`config.mk`:
```
export PLATFORM = sky130hd
export DESIGN_NAME = enemy_pool
export DESIGN_NICKNAME = d
export VERILOG_FILES = /design/src/rtl/enemy_pool.sv
export SDC_FILE = /design/constraint.sdc
export NUM_CORES = 1
export LEC_CHECK = 0
export CORE_UTILIZATION = 69
export DETAILED_ROUTE_END_ITERATION = 7
export GPL_ROUTABILITY_DRIVEN = 0
export PLACE_DENSITY = 0.88
export SETUP_SLACK_MARGIN = 0.02
export SLEW_MARGIN = 40
export SYNTH_ARGS = -nofsm -noshare
export SYNTH_HDL_FRONTEND = slang
export SYNTH_SLANG_ARGS = --single-unit
```
`constraint.sdc`:
```
create_clock -name clk -period 4.6 [get_ports clk]
set_clock_uncertainty 0.05 [all_clocks]
set_input_delay 0.46 -clock clk [delete_from_list [all_inputs] [get_ports clk]]
set_output_delay 0.46 -clock clk [all_outputs]
set_load 0.005 [all_outputs]
```
`src/rtl/enemy_pool.sv`:
```
// enemy_pool: object pool for enemy sprites -- timed spawn, per-frame move, retire, per-pixel hit query
// Ports: clk, rst (sync, active-low); frame_tick_i, run_i, clear_i control the pool;
// kill_valid_i/kill_idx_i retire one slot; req_x_addr_i/req_y_addr_i query a pixel and get
// hit_o, hit_idx_o, spr_x_o, spr_y_o one cycle later; active_o per-slot flags;
// escape_o and spawn_drop_o are single-cycle event pulses.
module enemy_pool #(
  parameter int N_SLOTS = 8,
  parameter int X_W = 10,
  parameter int Y_W = 10,
  parameter int H_RES = 800,
  parameter int V_RES = 600,
  parameter int SPR_W = 32,
  parameter int SPR_H = 32,
  parameter int SPEED = 2,
  parameter int SPAWN_PERIOD = 60,
  parameter logic [15:0] LFSR_SEED = 16'hACE1,
  localparam int IDX_W = N_SLOTS > 1 ? $clog2(N_SLOTS) : 1,
  localparam int SX_W = $clog2(SPR_W),
  localparam int SY_W = $clog2(SPR_H)
) (
  input  logic clk,
  input  logic rst,
  input  logic frame_tick_i,
  input  logic run_i,
  input  logic clear_i,
  input  logic kill_valid_i,
  input  logic [IDX_W-1:0] kill_idx_i,
  input  logic [X_W-1:0] req_x_addr_i,
  input  logic [Y_W-1:0] req_y_addr_i,
  output logic hit_o,
  output logic [IDX_W-1:0] hit_idx_o,
  output logic [SX_W-1:0] spr_x_o,
  output logic [SY_W-1:0] spr_y_o,
  output logic [N_SLOTS-1:0] active_o,
  output logic escape_o,
  output logic spawn_drop_o
);
  localparam logic [15:0] RELOAD = 16'(SPAWN_PERIOD - 1);
  localparam logic [X_W:0] XMAX = (X_W+1)'(H_RES - SPR_W + 1);
  localparam logic [X_W:0] SW = (X_W+1)'(SPR_W);
  localparam logic [Y_W:0] SH = (Y_W+1)'(SPR_H);
  localparam logic [Y_W:0] STEP = (Y_W+1)'(SPEED);
  localparam logic [Y_W:0] VMAX = (Y_W+1)'(V_RES);
  typedef enum logic [1:0] {IDLE, RUN, FLUSH} state_t;
  state_t state;
  logic [15:0] lfsr;
  logic [15:0] cnt;
  logic [N_SLOTS-1:0] act;
  logic [X_W-1:0] xs [N_SLOTS];
  logic [Y_W-1:0] ys [N_SLOTS];
  logic live;
  logic spawn_due;
  logic [N_SLOTS-1:0] kill_hot;
  logic [N_SLOTS-1:0] esc_hot;
  logic [N_SLOTS-1:0] act_nxt;
  logic [Y_W:0] y_next [N_SLOTS];
  logic found;
  logic [IDX_W-1:0] free_idx;
  logic [X_W:0] l0;
  logic [X_W:0] l1;
  logic [X_W-1:0] spawn_x;
  logic q_hit;
  logic [IDX_W-1:0] q_idx;
  logic [SX_W-1:0] q_dx;
  logic [SY_W-1:0] q_dy;
  assign active_o = act;
  // move and spawn only happen on a frame tick while running
  assign live = state == RUN && run_i && frame_tick_i;
  assign spawn_due = live && cnt == '0;
  always_comb begin
    kill_hot = '0;
    if (kill_valid_i && int'(kill_idx_i) < N_SLOTS) kill_hot[kill_idx_i] = 1'b1;
  end
  // y is widened by one bit so y+SPEED never wraps before the bottom test;
  // a killed slot neither moves nor escapes
  for (genvar i = 0; i < N_SLOTS; i++) begin : g_move
    assign y_next[i] = {1'b0, ys[i]} + STEP;
    assign esc_hot[i] = act[i] && !kill_hot[i] && y_next[i] >= VMAX;
  end
  // only slots free before this edge are spawn candidates, so use the registered flags
  always_comb begin
    found = 1'b0;
    free_idx = '0;
    for (int i = N_SLOTS - 1; i >= 0; i--)
      if (!act[i]) begin
        found = 1'b1;
        free_idx = IDX_W'(i);
      end
  end
  // fold the LFSR value into 0..H_RES-SPR_W with up to two conditional subtracts
  assign l0 = {1'b0, lfsr[X_W-1:0]};
  assign l1 = l0 >= XMAX ? l0 - XMAX : l0;
  assign spawn_x = X_W'(l1 >= XMAX ? l1 - XMAX : l1);
  // spawn bit is applied after kill/escape so a freshly freed slot cannot be refilled this cycle
  always_comb begin
    act_nxt = act & ~kill_hot & ~(live ? esc_hot : '0);
    if (spawn_due && found) act_nxt[free_idx] = 1'b1;
  end
  // descending scan leaves the lowest hitting slot selected
  always_comb begin
    q_hit = 1'b0;
    q_idx = '0;
    q_dx = '0;
    q_dy = '0;
    for (int i = N_SLOTS - 1; i >= 0; i--)
      if (act[i] && {1'b0, req_x_addr_i} >= {1'b0, xs[i]} && {1'b0, req_x_addr_i} < {1'b0, xs[i]} + SW &&
          {1'b0, req_y_addr_i} >= {1'b0, ys[i]} && {1'b0, req_y_addr_i} < {1'b0, ys[i]} + SH) begin
        q_hit = 1'b1;
        q_idx = IDX_W'(i);
        q_dx = SX_W'({1'b0, req_x_addr_i} - {1'b0, xs[i]});
        q_dy = SY_W'({1'b0, req_y_addr_i} - {1'b0, ys[i]});
      end
  end
  always_ff @(posedge clk) begin
    lfsr <= {lfsr[0] ^ lfsr[2] ^ lfsr[3] ^ lfsr[5], lfsr[15:1]};
    escape_o <= 1'b0;
    spawn_drop_o <= 1'b0;
    hit_o <= q_hit;
    hit_idx_o <= q_idx;
    spr_x_o <= q_dx;
    spr_y_o <= q_dy;
    if (!rst) begin
      lfsr <= LFSR_SEED;
      cnt <= RELOAD;
      state <= IDLE;
      act <= '0;
      hit_o <= 1'b0;
      hit_idx_o <= '0;
      spr_x_o <= '0;
      spr_y_o <= '0;
      for (int i = 0; i < N_SLOTS; i++) begin
        xs[i] <= '0;
        ys[i] <= '0;
      end
    end else if (clear_i || state == FLUSH) begin
      act <= '0;
      cnt <= RELOAD;
      state <= clear_i ? FLUSH : IDLE;
    end else begin
      state <= run_i ? RUN : IDLE;
      act <= act_nxt;
      escape_o <= live && |esc_hot;
      spawn_drop_o <= spawn_due && !found;
      if (live) cnt <= cnt == '0 ? RELOAD : cnt - 16'd1;
      for (int i = 0; i < N_SLOTS; i++)
        if (live && act[i] && !kill_hot[i] && !esc_hot[i]) ys[i] <= y_next[i][Y_W-1:0];
      if (spawn_due && found) begin
        xs[free_idx] <= spawn_x;
        ys[free_idx] <= '0;
      end
    end
  end
endmodule

```
## Yosys cells after proc, flatten, opt, wreduce, memory -nomap -nowiden

Memory sizes are Yosys's and may differ from the RTL's.
Cells that the tools add are included.

- Word-level logic and storage cells: 335
- Register bits: 58
- Memories: 2
- Output and inout bits: 24
- RAM bits: 160
- Input port bits: 29

Memory list:

| memory | depth | bits a word | read ports | clocked after memory_dff | write ports | line | RTL |
|---|---|---|---|---|---|---|---|
| xs | 8 | 10 | 8 | 0 | 8 | 49 | `logic [X_W-1:0] xs [N_SLOTS];` |
| ys | 8 | 10 | 8 | 0 | 9 | 50 | `logic [Y_W-1:0] ys [N_SLOTS];` |

- Order comparisons: 46
- Reductions and logical operators: 105
- Add/subtract/negate cells: 43
- Bitwise gates (word level): 17
- Multiplexer cells: 108
- Eq/ne operators: 2

Operators with widths:

| kind | count |
|---|---|
| $add 10x6->11 const B | 16 |
| $lt 10x11->1 | 16 |
| $ge 10x10->1 | 16 |
| $mux 10 | 10 |
| $ge 11x10->1 const B | 9 |
| $add 10x2->11 const B | 8 |
| $logic_and 1x1->1 | 80 |
| $mux 5 | 16 |
| $sub 5x5->5 | 16 |
| $mux 1 | 58 |
| $mux 3 | 13 |
| $mux 8 | 3 |
| $logic_not 1->1 | 17 |
| $and 8x8->8 | 2 |
| $logic_not 16->1 | 1 |
| $mux 16 | 1 |
| $not 8->8 | 2 |
| $sub 16x1->16 const B | 1 |
| $mux 11 | 1 |
| $sub 10x10->11 const B | 1 |
| $ge 10x10->1 const B | 1 |
| $reduce_or 10->1 | 1 |
| $sub 10x10->10 const B | 1 |
| $lt 3x4->1 const B | 2 |
| other kinds (14) | 29 |

## Longest topological paths before layout

Gate-level depths: netlist of run 1.

- Depth after elaboration: 15
- Mapped depth: 14
- Depth with buffers taken out: 14

## Least setup slack after synthesis of run 1

No wires, ideal clock.

- Path type: input-to-reg
- Start: in req_y_addr_i[1]
- End: reg spr_y_o[3]
- Slack: 1.533 ns
- Setup time: 0.123 ns
- Arrival: 2.894 ns
- Required time: 4.427 ns
- Buffers on the path: 1
- Stages on the path: 13
- Cells stage by stage: inv_1 > ha_1 > fa_1 > nand2b_1 > a2111oi_0 > o211ai_1 > o2111a_1 > o211ai_1 > clkbuf_1 > nand3b_1 > a21oi_1 > nor4_1 > nor3_1

- Longest elaborated chain between the ends: 11
- Elaborated cells on any way between the ends: 48
- Classes of those cells: add/sub (8); order compare (16); mux (8); reduce/logical (16)

RTL lines:

| element | line | RTL |
|---|---|---|
| start: declaration | 29 | `input logic [Y_W-1:0] req_y_addr_i,` |
| $ge 10x10->1 | 107 | `{1'b0, req_y_addr_i} >= {1'b0, ys[i]} && {1'b0, req_y_addr_i} < {1'b0, ys[i]} + SH) begin` |
| $logic_and 1x1->1 | 106 | `if (act[i] && {1'b0, req_x_addr_i} >= {1'b0, xs[i]} && {1'b0, req_x_addr_i} < {1'b0, xs[i]} + SW &&` |
| $logic_and 1x1->1 | 107 |  |
| $mux 5 (7 in a row) | 106 |  |
| $mux 5 * | 106 |  |
| end signal: assignment | 121 | `spr_y_o <= q_dy;` |
| end: declaration | 33 | `output logic [SY_W-1:0] spr_y_o,` |

Every way passes the cells marked *; elsewhere a longest branch is shown, timed or not.
A chain may end at the register's enable or synchronous reset.

## Worst setup path in the final report of run 1

- Start: in req_y_addr_i[2]
- End: reg spr_y_o[4]

The elaborated chain is that of the path after synthesis.

==> results of run 1 <==
[registers in the layout, indices dropped and copies added (netlist names)]
| signal | count |
|---|---|
| escape_o | 1 |
| spr_y_o | 5 |
| cnt | 16 |
| active_o | 8 |
| state | 2 |
| hit_o | 1 |
| ys | 72 |
| spawn_drop_o | 1 |
| xs | 80 |
| hit_idx_o | 3 |
| lfsr | 16 |
| spr_x_o | 5 |
[final cells by class]
type                            count  area, um2  area share (%)
Clock buffer                       37        806            4.09
Clock inverter                     11       80.1           0.407
Inverter                          196        736            3.74
Multi-Input combinational cell   1640      11900            60.4
Sequential cell                   210       5000            25.4
Tap cell                          330        413            2.10
Timing Repair Buffer               81        748            3.80
[critical path, cell delays in order]
cell	delay, ns
clkdlybuf4s50_1	0.69
inv_1	0.34
fa_1	0.51
nand2b_1	0.19
a2111oi_0	0.51
o211ai_1	0.16
o2111a_1	0.14
o211ai_1	0.30
nand2_1	0.25
o311ai_0	0.44
o2111ai_1	0.19
a31oi_1	0.18
[worst min path at each step]
stage | from | to | cells past startpoint
after global placement | lfsr[11]$_SDFF_PN1_ | lfsr[10]$_SDFF_PN1_ | 1
after CTS | lfsr[11]$_SDFF_PN1_ | lfsr[10]$_SDFF_PN1_ | 1
final | lfsr[11]$_SDFF_PN1_ | lfsr[10]$_SDFF_PN1_ | 1
after detailed placement | lfsr[11]$_SDFF_PN1_ | lfsr[10]$_SDFF_PN1_ | 1
after floorplan | lfsr[11]$_SDFF_PN1_ | lfsr[10]$_SDFF_PN1_ | 1
after global routing | lfsr[12]$_SDFF_PN0_ | lfsr[11]$_SDFF_PN1_ | 1
[cells by family after synthesis]
group	share of synthesized area (%)
AO/OA/AOI/OAI	17.3
XOR/XNOR	7.58
adder cells (fa/ha/maj)	20.2
buffers and inverters	5.23
flip-flops	28.1
multiplexers	0.704
AND/OR/NAND/NOR	20.9
[through the flow]
stage,instances,hold WS (ns),area [um2]
2_1_floorplan,2096,0.336,17800
3_3_place_gp,2456,0.346,18800
3_5_place_dp,2457,0.352,18800
4_1_cts,2505,0.368,19700
5_1_grt,2505,0.386,19700
6_report,2505,0.364,19700
[power by group through the flow]
stage	clock network, mW	registers [mW]	logic, mW
6_report	2.12	2.01	0.861
4_1_cts	2.11	2.01	0.833
3_5_place_dp	0	2.05	0.821
2_1_floorplan	0	2.03	0.533
5_1_grt	2.18	2.02	0.929
3_3_place_gp	0	2.05	0.781
[synthesized netlist by cell type, types with 6 or more instances]
library cell / number
nor2b_1: 27
nand4_1: 41
xor2_1: 27
o21ai_0: 86
o311ai_0: 6
nor3_1: 42
and2_1: 20
or4_1: 11
nand2_1: 115
o31a_1: 7
clkbuf_1: 44
and4_1: 9
o22ai_1: 15
o31ai_1: 13
nor4_1: 27
dfxtp_1: 130
nand3b_1: 14
nand2b_1: 39
fa_1: 16
edfxtp_1: 80
a2111oi_0: 11
buf_2: 6
o21a_1: 34
mux2i_1: 11
o2111ai_1: 12
inv_1: 195
o221ai_1: 8
nand3_1: 79
or2_2: 8
a211oi_1: 28
xnor2_1: 125
a21o_1: 22
o32ai_1: 6
ha_1: 261
a21oi_1: 93
a31oi_1: 18
o211ai_1: 28
or3_1: 20
nor2_1: 261
and3_1: 16
[cell usage in the layout (no fill, tap or decap), drive strengths merged, types with 9 or more instances in the layout]
cell type      Yosys  final
a2111oi           12     12
a211oi            28     28
a21o              22     22
a21oi             94     94
a31oi             18     18
and2              21     21
and3              16     16
and4               9      9
buf                6     29
clkbuf            44     37
clkdlybuf4s50      0     52
clkinv             1     10
dfxtp            130    130
edfxtp            80     80
fa                16     16
ha               261    261
inv              195    195
mux2i             11     11
nand2            115    115
nand2b            39     39
nand3             79     79
nand3b            14     14
nand4             41     41
nor2             265    265
nor2b             27     27
nor3              45     45
nor4              29     29
o2111ai           12     12
o211ai            28     28
o21a              35     35
o21ai             89     89
o22ai             15     15
o31ai             14     14
or3               20     20
or4               11     11
xnor2            126    126
xor2              27     27
[layer usage]
metal | up-vias | part of all wire, % | global-route usage [%]
met3 | 268 | 11 | 9.19
met1 | 7827 | 38 | 49.5
met4 | 0 | 6.8 | 25.0
li1 | 7701 | - | -
met5 | - | 0 | 0
met2 | 1015 | 44 | 64.2
==> reports/qor.csv, run 1 <==
stage,metric,value,unit
pwr,Worst VDD drop,0.316,mV
synth,"EDFF count, synth",80,
cts,clk_lat worst skew,0.55,ns
worst_setup_path,data required time at the worst endpoint,5.03,ns
drt,Vias/cell,6.71,
synth,Synth area leaders,"ha_1 18%, dfxtp_1 15%, edfxtp_1 14%",
pwr,LEAKAGE,7.78,nW
grt,vias in the first global route,16300,
timing,setup ws final,0.664,ns
grt,first-pass GRT wire length,84100,um
floorplan,Die Area,0.0264,mm2
grt,pin count of the biggest net entering global routing,32,
pwr,clock power share,42.5,%
timing,RSZ-0062 raised after global routing,no,
floorplan,initial core utilization,70.4,%
place,Port-buffer cells,52,
worst_setup_path,reg2reg end,spr_x_o[1]$_SDFF_PN0_,
worst_setup_path,Worst setup SP type,input port,
synth,"Seq/Total Area, Yosys",28.1,%
synth,Yosys top cell area share,18.4,%
final_layout,layout cells sized above 1,5.01,%
cts,CTS resizes,0,
final_layout,ANT cells,0,
status,status,"finished, final reports clean",
pwr,Cell Int Power,3.58,mW
worst_setup_path,R2R Setup Slk,0.72,ns
drt,drt initial violations,2144,
final_layout,NumNets Final,2461,
place,HPWL Detailed,40300,um
worst_setup_path,CP max FO,8,
worst_setup_path,critical path type,in -> reg,
synth,"area leader, netlist",ha_1,
pwr,Net Switching,1.41,mW
final_layout,Fillers,1716,
synth,synthesized flop and latch total,210,
drt,number of remaining DRC errors,0,
cts,Clock Tree Buf Depth,3,
timing,worst rel slew slack,43.8,%
grt,initial antenna violation count,0,
grt,total congestion overflow,0,
drt,vias,16800,
cts,CTS buffer count,26,
cts,clk sink count,210,
final_layout,post-layout util,77.9,%
min_path,Min-Delay Path Class,reg -> reg,
synth,Avg Inst Size Synth,8.48,um2
worst_setup_path,crit path launch,req_y_addr_i[2],
pwr,power after layout,4.99,mW
cts,CTS tree,yes,
timing,Final Hold Viols,0,
cts,H-tree levels,1,
floorplan,Die Ht,163,um
cts,Post-CTS Setup Bufs,0,
synth,Syn. warnings,0,
timing,Tmin final,3.94,ns
run,Max Cap Viol,0,
pwr,Power Dens Cells,254,mW/mm2
final_layout,synthesis-to-layout area growth,10.7,%
timing,Total Neg Setup Slack,0,ns
worst_setup_path,crit path capture type,register,
floorplan,row count,58,
synth,"Primary FF master, synth",dfxtp_1,
timing,worst-margin pin slew,0.834,ns
worst_setup_path,Worst R2R Path Depth,12,
pwr,Flop pwr share,40.3,%
timing,Max Freq,254,MHz
drt,detailed-route wire length,53400,um
drt,Pre-antenna DRT Iters,8,
synth,Cell variety after synth,83,
worst_setup_path,CP endpoint,spr_y_o[4]$_SDFF_PN0_,
synth,Post-Syn Area,0.0178,mm2
cts,"Reg clk slew, reported paths",0.07,ns
worst_setup_path,critical path arrival,4.37,ns
floorplan,Die X,163,um
cts,# hold bufs at CTS,0,
synth,post-synthesis instance total,2096,
pwr,Comb pwr share,17.2,%
synth,Syn Nets,2402,
timing,Final period util,85.6,%
synth,post-synthesis async set-or-reset flop share,0,%
timing,max-slew violation count,0,
worst_setup_path,Critical R2R Launch,xs[1][5]$_SDFFCE_PN0P_,
place,post-place setup slack,0.205,ns
drt,post-route ant nets,0,
pwr,Sw Ratio,28.3,%
cts,Root Buffer,clkbuf_16,
timing,final setup fails,0,
floorplan,Placeable Area,0.0253,mm2
grt,GRT Overall Usage,40.3,%
floorplan,# IOs,53,
drt,drt wl/cell,21.3,um
Note: power is estimated with default switching activity, not from simulation.
==> inputs of run 2 (changes only) <==
--- a/config.mk
+++ b/config.mk
@@ -8,7 +8,7 @@
 export CORE_UTILIZATION = 69
 export DETAILED_ROUTE_END_ITERATION = 7
 export GPL_ROUTABILITY_DRIVEN = 0
-export PLACE_DENSITY = 0.88
+export PLACE_DENSITY = 0.9
 export SETUP_SLACK_MARGIN = 0.02
 export SLEW_MARGIN = 40
 export SYNTH_ARGS = -nofsm -noshare
==> reports/qor.csv, run 2 (same netlist as run 1, synthesis figures left out) <==
stage,metric,value,unit
grt,total congestion overflow,0,
place,post-place setup slack,0.395,ns
min_path,hold path depth,1,
timing,Total Neg Setup Slack,0,ns
floorplan,Die Ht,163,um
worst_setup_path,most frequent CP cell,nand2_1,
grt,initial antenna violation count,0,
timing,worst-margin pin slew,0.857,ns
worst_setup_path,Worst path slowest cell,nand2_1,
worst_setup_path,Max stage delay on crit path,0.75,ns
worst_setup_path,Buf/Inv on CP,0,
grt,vias in the first global route,16400,
timing,max-slew violation count,0,
worst_setup_path,critical path arrival,3.97,ns
min_path,hold_sp,lfsr[11]$_SDFF_PN1_,
pwr,LEAKAGE,7.72,nW
pwr,clock power share,39.9,%
min_path,hold endpoint,lfsr[10]$_SDFF_PN1_,
cts,Root Buffer,clkbuf_16,
cts,# hold bufs at CTS,0,
final_layout,Regs by FF count,"xs (80), ys (72)",
grt,pin count of the biggest net entering global routing,32,
drt,drt initial violations,2259,
drt,drt wl/cell,21.6,um
cts,"Reg clk slew, reported paths",0.06,ns
drt,Pre-antenna DRT Iters,8,
worst_setup_path,crit path cell chain,or4_1 -> nor3_1 -> and3_1 -> nand4_1 -> or3_1 -> a21oi_1 -> nand2_1 -> nand2_1,
status,status,"finished, violations left",
cts,CTS resizes,0,
worst_setup_path,Worst R2R Path Depth,8,
final_layout,ANT cells,0,
pwr,Comb pwr share,18.1,%
place,Port-buffer cells,52,
drt,Vias/cell,6.74,
pwr,Worst VDD drop,0.288,mV
drt,vias,16900,
timing,RSZ-0062 raised after global routing,no,
timing,Final Hold Viols,0,
grt,GRT Overall Usage,40.7,%
worst_setup_path,CP max FO,19,
worst_setup_path,crit path capture type,register,
floorplan,initial core utilization,70.4,%
worst_setup_path,critical path type,reg -> reg,
pwr,Sw Ratio,29.5,%
place,HPWL Detailed,40600,um
cts,CTS buffer count,25,
timing,worst rel slew slack,42.7,%
floorplan,Die Area,0.0264,mm2
worst_setup_path,Worst path top cell family by delay,simple AND/OR/NAND/NOR gates,
final_layout,layout cells sized above 1,4.97,%
floorplan,Placeable Area,0.0253,mm2
worst_setup_path,R2R Setup Slk,0.74,ns
cts,clk_lat worst skew,0.55,ns
timing,Tmin final,3.86,ns
cts,clk sink count,210,
cts,H-tree levels,1,
pwr,Net Switching,1.41,mW
run,Max Cap Viol,0,
pwr,Flop pwr share,42.0,%
pwr,Cell Int Power,3.38,mW
cts,Clock Tree Buf Depth,3,
final_layout,synthesis-to-layout area growth,10.1,%
grt,first-pass GRT wire length,84400,um
floorplan,Die X,163,um
worst_setup_path,Worst setup SP type,register,
min_path,Min-Delay Path Class,reg -> reg,
timing,Max Freq,259,MHz
floorplan,row count,58,
final_layout,most frequent cells in the layout,"261 x nor2_1, 261 x ha_1, 195 x inv_1",
worst_setup_path,data required time at the worst endpoint,4.72,ns
final_layout,NumNets Final,2462,
drt,number of remaining DRC errors,33,
drt,post-route ant nets,0,
pwr,Power Dens Cells,245,mW/mm2
timing,Final period util,83.9,%
final_layout,Largest register FFs,80,
status,failing checks,DRC,
cts,Post-CTS Setup Bufs,0,
final_layout,Top reg by flops,xs,
cts,CTS tree,yes,
timing,final setup fails,0,
worst_setup_path,reg2reg end,xs[6][3]$_SDFFCE_PN0P_,
timing,setup ws final,0.743,ns
floorplan,# IOs,53,
worst_setup_path,Critical R2R Launch,cnt[6]$_SDFFE_PP0P_,
drt,detailed-route wire length,54100,um
run 2: cell count changes in the layout (fill, tap and decap cells not counted), moves of 2 or more:
cell and delta:
clkinv_2 -3, clkinvlp_2 +3, clkbuf_16 -3, nand2_1 +3, nand2_2 -3, nor4_2 +3, buf_4 +2, nor4_4 -2
clkinvlp_4 +2, clkbuf_8 -3
run 2: metal layers:
| layer | track usage [%] | vias to the layer above | share of wire [%] |
|---|---|---|---|
| met1 | 48.9 | 7806 | 37 |
| li1 | - | 7696 | - |
| met2 | 63.5 | 1071 | 43 |
| met5 | 0 | - | 0 |
| met4 | 28.4 | 0 | 7.5 |
| met3 | 10.9 | 305 | 12 |
run 2: final cells by class:
| class | instances | area [um2] |
|---|---|---|
| Sequential cell | 210 | 5000 |
| Timing Repair Buffer | 83 | 763 |
| Clock inverter | 14 | 82.6 |
| Tap cell | 330 | 413 |
| Inverter | 196 | 736 |
| Fill cell | 1716 | 5670 |
| Clock buffer | 32 | 697 |
| Multi-Input combinational cell | 1640 | 11900 |
run 2: metrics by stage:
| step | total power [mW] | util (%) | cell area (um2) | hold slack (ns) | cells |
|---|---|---|---|---|---|
| global route | 4.94 | 77.6 | 19600 | 0.383 | 2505 |
| CTS | 4.75 | 77.5 | 19600 | 0.367 | 2505 |
| global placement | 2.82 | 74.4 | 18800 | 0.350 | 2458 |
| detailed placement | 2.87 | 74.4 | 18800 | 0.347 | 2459 |
| floorplan | 2.57 | - | 17800 | 0.336 | 2096 |
| finish | 4.79 | 77.6 | 19600 | 0.365 | 2505 |
run 2: worst max path at each step:
stage | startpoint | end | slack [ns] | cells past startpoint
finish | cnt[6]$_SDFFE_PP0P_ | xs[6][3]$_SDFFCE_PN0P_ | 0.74 | 8
detailed placement | req_x_addr_i[1] | spr_x_o[2]$_SDFF_PN0_ | 0.40 | 12
global route | cnt[6]$_SDFFE_PP0P_ | xs[6][6]$_SDFFCE_PN0P_ | 0.59 | 8
CTS | cnt[6]$_SDFFE_PP0P_ | xs[6][4]$_SDFFCE_PN0P_ | 0.88 | 8
global placement | req_y_addr_i[9] | spr_y_o[0]$_SDFF_PN0_ | 0.59 | 10
floorplan | req_y_addr_i[1] | spr_y_o[3]$_SDFF_PN0_ | 1.53 | 13
run 2: power groups by stage:
stage / Combinational, mW / Sequential [mW] / Clock [mW]
after global placement: 0.778 / 2.05 / 0
after detailed placement: 0.820 / 2.05 / 0
final: 0.869 / 2.01 / 1.91
after CTS: 0.830 / 2.01 / 1.91
after floorplan: 0.533 / 2.03 / 0
after global routing: 0.935 / 2.02 / 1.99
==> inputs of run 3 (changes only) <==
--- a/config.mk
+++ b/config.mk
@@ -5,10 +5,10 @@
 export SDC_FILE = /design/constraint.sdc
 export NUM_CORES = 1
 export LEC_CHECK = 0
-export CORE_UTILIZATION = 69
+export CORE_UTILIZATION = 58
 export DETAILED_ROUTE_END_ITERATION = 7
 export GPL_ROUTABILITY_DRIVEN = 0
-export PLACE_DENSITY = 0.9
+export PLACE_DENSITY = 0.81
 export SETUP_SLACK_MARGIN = 0.02
 export SLEW_MARGIN = 40
 export SYNTH_ARGS = -nofsm -noshare
==> constraint.sdc (replaced) <==
create_clock -name clk -period 3.4 [get_ports clk]
set_clock_uncertainty 0.05 [all_clocks]
set_input_delay 0.34 -clock clk [delete_from_list [all_inputs] [get_ports clk]]
set_output_delay 0.34 -clock clk [all_outputs]
set_load 0.005 [all_outputs]
==> reports/qor.csv, run 3 (same netlist as run 1, synthesis figures left out) <==
stage,metric,value,unit
worst_setup_path,Critical R2R Launch,xs[4][5]$_SDFFCE_PN0P_,
final_layout,most frequent cells in the layout,"261 x nor2_1, 260 x ha_1, 194 x inv_1",
final_layout,Regs by FF count,"xs (80), ys (72)",
grt,initial antenna violation count,1,
floorplan,Die X,177,um
pwr,LEAKAGE,8.62,nW
floorplan,# IOs,53,
worst_setup_path,critical path type,in -> reg,
worst_setup_path,Worst path top cell family by delay,compound AO/OA/AOI/OAI gates,
timing,Total Neg Setup Slack,0,ns
final_layout,Top reg by flops,xs,
worst_setup_path,Buf/Inv on CP,5,
drt,drt wl/cell,20.3,um
timing,max-slew violation count,0,
worst_setup_path,Worst R2R Path Depth,12,
worst_setup_path,R2R Setup Slk,0.10,ns
final_layout,fin area,0.0212,mm2
run,Max Cap Viol,0,
min_path,Min-Delay Path Class,reg -> reg,
min_path,hold path depth,1,
worst_setup_path,crit path cell chain,clkdlybuf4s50_1 -> inv_1 -> buf_4 -> ha_1 -> inv_1 -> fa_1 -> a211o_1 -> o2111ai_1 -> a21oi_1 -> o32ai_1 -> nor3_4 -> buf_4 -> nand3b_1 -> o211ai_1 -> a211oi_1 -> o32ai_2,
timing,Tmin final,3.32,ns
timing,final setup fails,0,
floorplan,row count,63,
status,status,"finished, violations left",
final_layout,Largest register FFs,80,
grt,busiest grt layer,met2,
min_path,hold endpoint,lfsr[10]$_SDFF_PN1_,
worst_setup_path,critical path arrival,3.69,ns
worst_setup_path,Max stage delay on crit path,0.46,ns
drt,post-route ant nets,0,
cts,"Reg clk slew, reported paths",0.06,ns
drt,detailed-route wire length,55600,um
grt,GRT Overall Usage,35.5,%
grt,GR Layer Usage met2,56.9,%
grt,first-pass GRT wire length,87700,um
cts,H-tree levels,1,
drt,Pre-antenna DRT Iters,8,
final_layout,synthesis-to-layout area growth,19.1,%
worst_setup_path,reg2reg end,spr_x_o[0]$_SDFF_PN0_,
timing,worst rel slew slack,38.2,%
floorplan,Die Ht,177,um
final_layout,Fillers,2207,
cts,CTS buffer count,27,
place,Port-buffer cells,52,
cts,clk_lat worst skew,0.55,ns
pwr,Power Dens Cells,323,mW/mm2
worst_setup_path,Worst path slowest cell,o32ai_1,
status,failing checks,DRC,
final_layout,"commonest non-fill, non-tap cell in the layout",nor2_1,
timing,worst-margin pin slew,0.920,ns
grt,pin count of the biggest net entering global routing,32,
worst_setup_path,CP max FO,6,
timing,Final Hold Viols,0,
drt,Vias/cell,6.37,
cts,Clock Tree Buf Depth,3,
final_layout,NumNets Final,2631,
grt,total congestion overflow,0,
drt,vias,17400,
cts,CTS tree,yes,
grt,met3 global-route usage,6.53,%
worst_setup_path,crit path capture type,register,
timing,Max Freq,302,MHz
place,dpl cell area,0.0201,mm2
min_path,hold_sp,lfsr[11]$_SDFF_PN1_,
worst_setup_path,data required time at the worst endpoint,3.78,ns
place,HPWL Detailed,43300,um
floorplan,Die Area,0.0314,mm2
cts,clk sink count,210,
worst_setup_path,Worst setup SP type,input port,
cts,# hold bufs at CTS,0,
drt,number of remaining DRC errors,1,
cts,Root Buffer,clkbuf_16,
pwr,Worst VDD drop,0.394,mV
final_layout,layout cells sized above 1,12.3,%
floorplan,initial core utilization,59.5,%
timing,Final period util,97.5,%
drt,drt initial violations,1940,
grt,met1 Use GR,44.6,%
grt,vias in the first global route,16800,
floorplan,Placeable Area,0.0299,mm2
[run 3: final cells by class]
cell class	count	area [um2]	share of cell area (%)
Timing Repair Buffer	250	2110	9.95
Inverter	196	736	3.47
Sequential cell	210	5000	23.6
Clock buffer	36	729	3.44
Tap cell	390	488	2.30
Clock inverter	13	118	0.555
Multi-Input combinational cell	1640	12000	56.6
Antenna cell	1	2.50	0.0118
[run 3: power breakdown]
part,switching [mW],total (mW),internal [mW]
registers,0.0438,2.71,2.67
clock network,1.13,2.77,1.64
logic,0.772,1.35,0.576
[run 3: routing by layer]
metal	share of wire [%]	up-vias
met2	44	933
met5	0	-
met1	39	8193
met3	10	260
met4	6.9	0
li1	-	8031
[run 3: how the worst max path moves through the flow]
stage	startpoint	end	slack (ns)	cells past startpoint
5_1_grt	xs[4][5]$_SDFFCE_PN0P_	spr_x_o[0]$_SDFF_PN0_	-0.19	12
6_report	req_x_addr_i[0]	spr_x_o[0]$_SDFF_PN0_	0.08	16
3_3_place_gp	req_y_addr_i[2]	spr_y_o[0]$_SDFF_PN0_	-0.32	12
3_5_place_dp	req_x_addr_i[0]	spr_x_o[0]$_SDFF_PN0_	-0.39	13
4_1_cts	xs[1][5]$_SDFFCE_PN0P_	spr_x_o[1]$_SDFF_PN0_	0.02	13
2_1_floorplan	ys[7][5]$_SDFFE_PP0P_	spr_y_o[4]$_SDFF_PN0_	0.36	13
[run 3: repair_timing]
action                                  in CTS  in global routing
pin swaps                                    1                  8
cloned                                       0                  0
buffers inserted                             0                  6
endpoints found under the setup margin      26                 81
resized for setup                            8                 26
[run 3: through the flow]
stage	hold slack, ns	setup slack (ns)	power (mW)	cells	utilization (%)
floorplan	0.336	0.360	3.47	2096	-
global placement	0.343	-0.316	3.98	2680	67.4
detailed placement	0.347	-0.387	4.04	2680	67.4
CTS	0.363	0.0190	6.79	2729	70.4
global route	0.388	-0.194	7.06	2735	70.9
finish	0.358	0.0837	6.83	2736	70.9
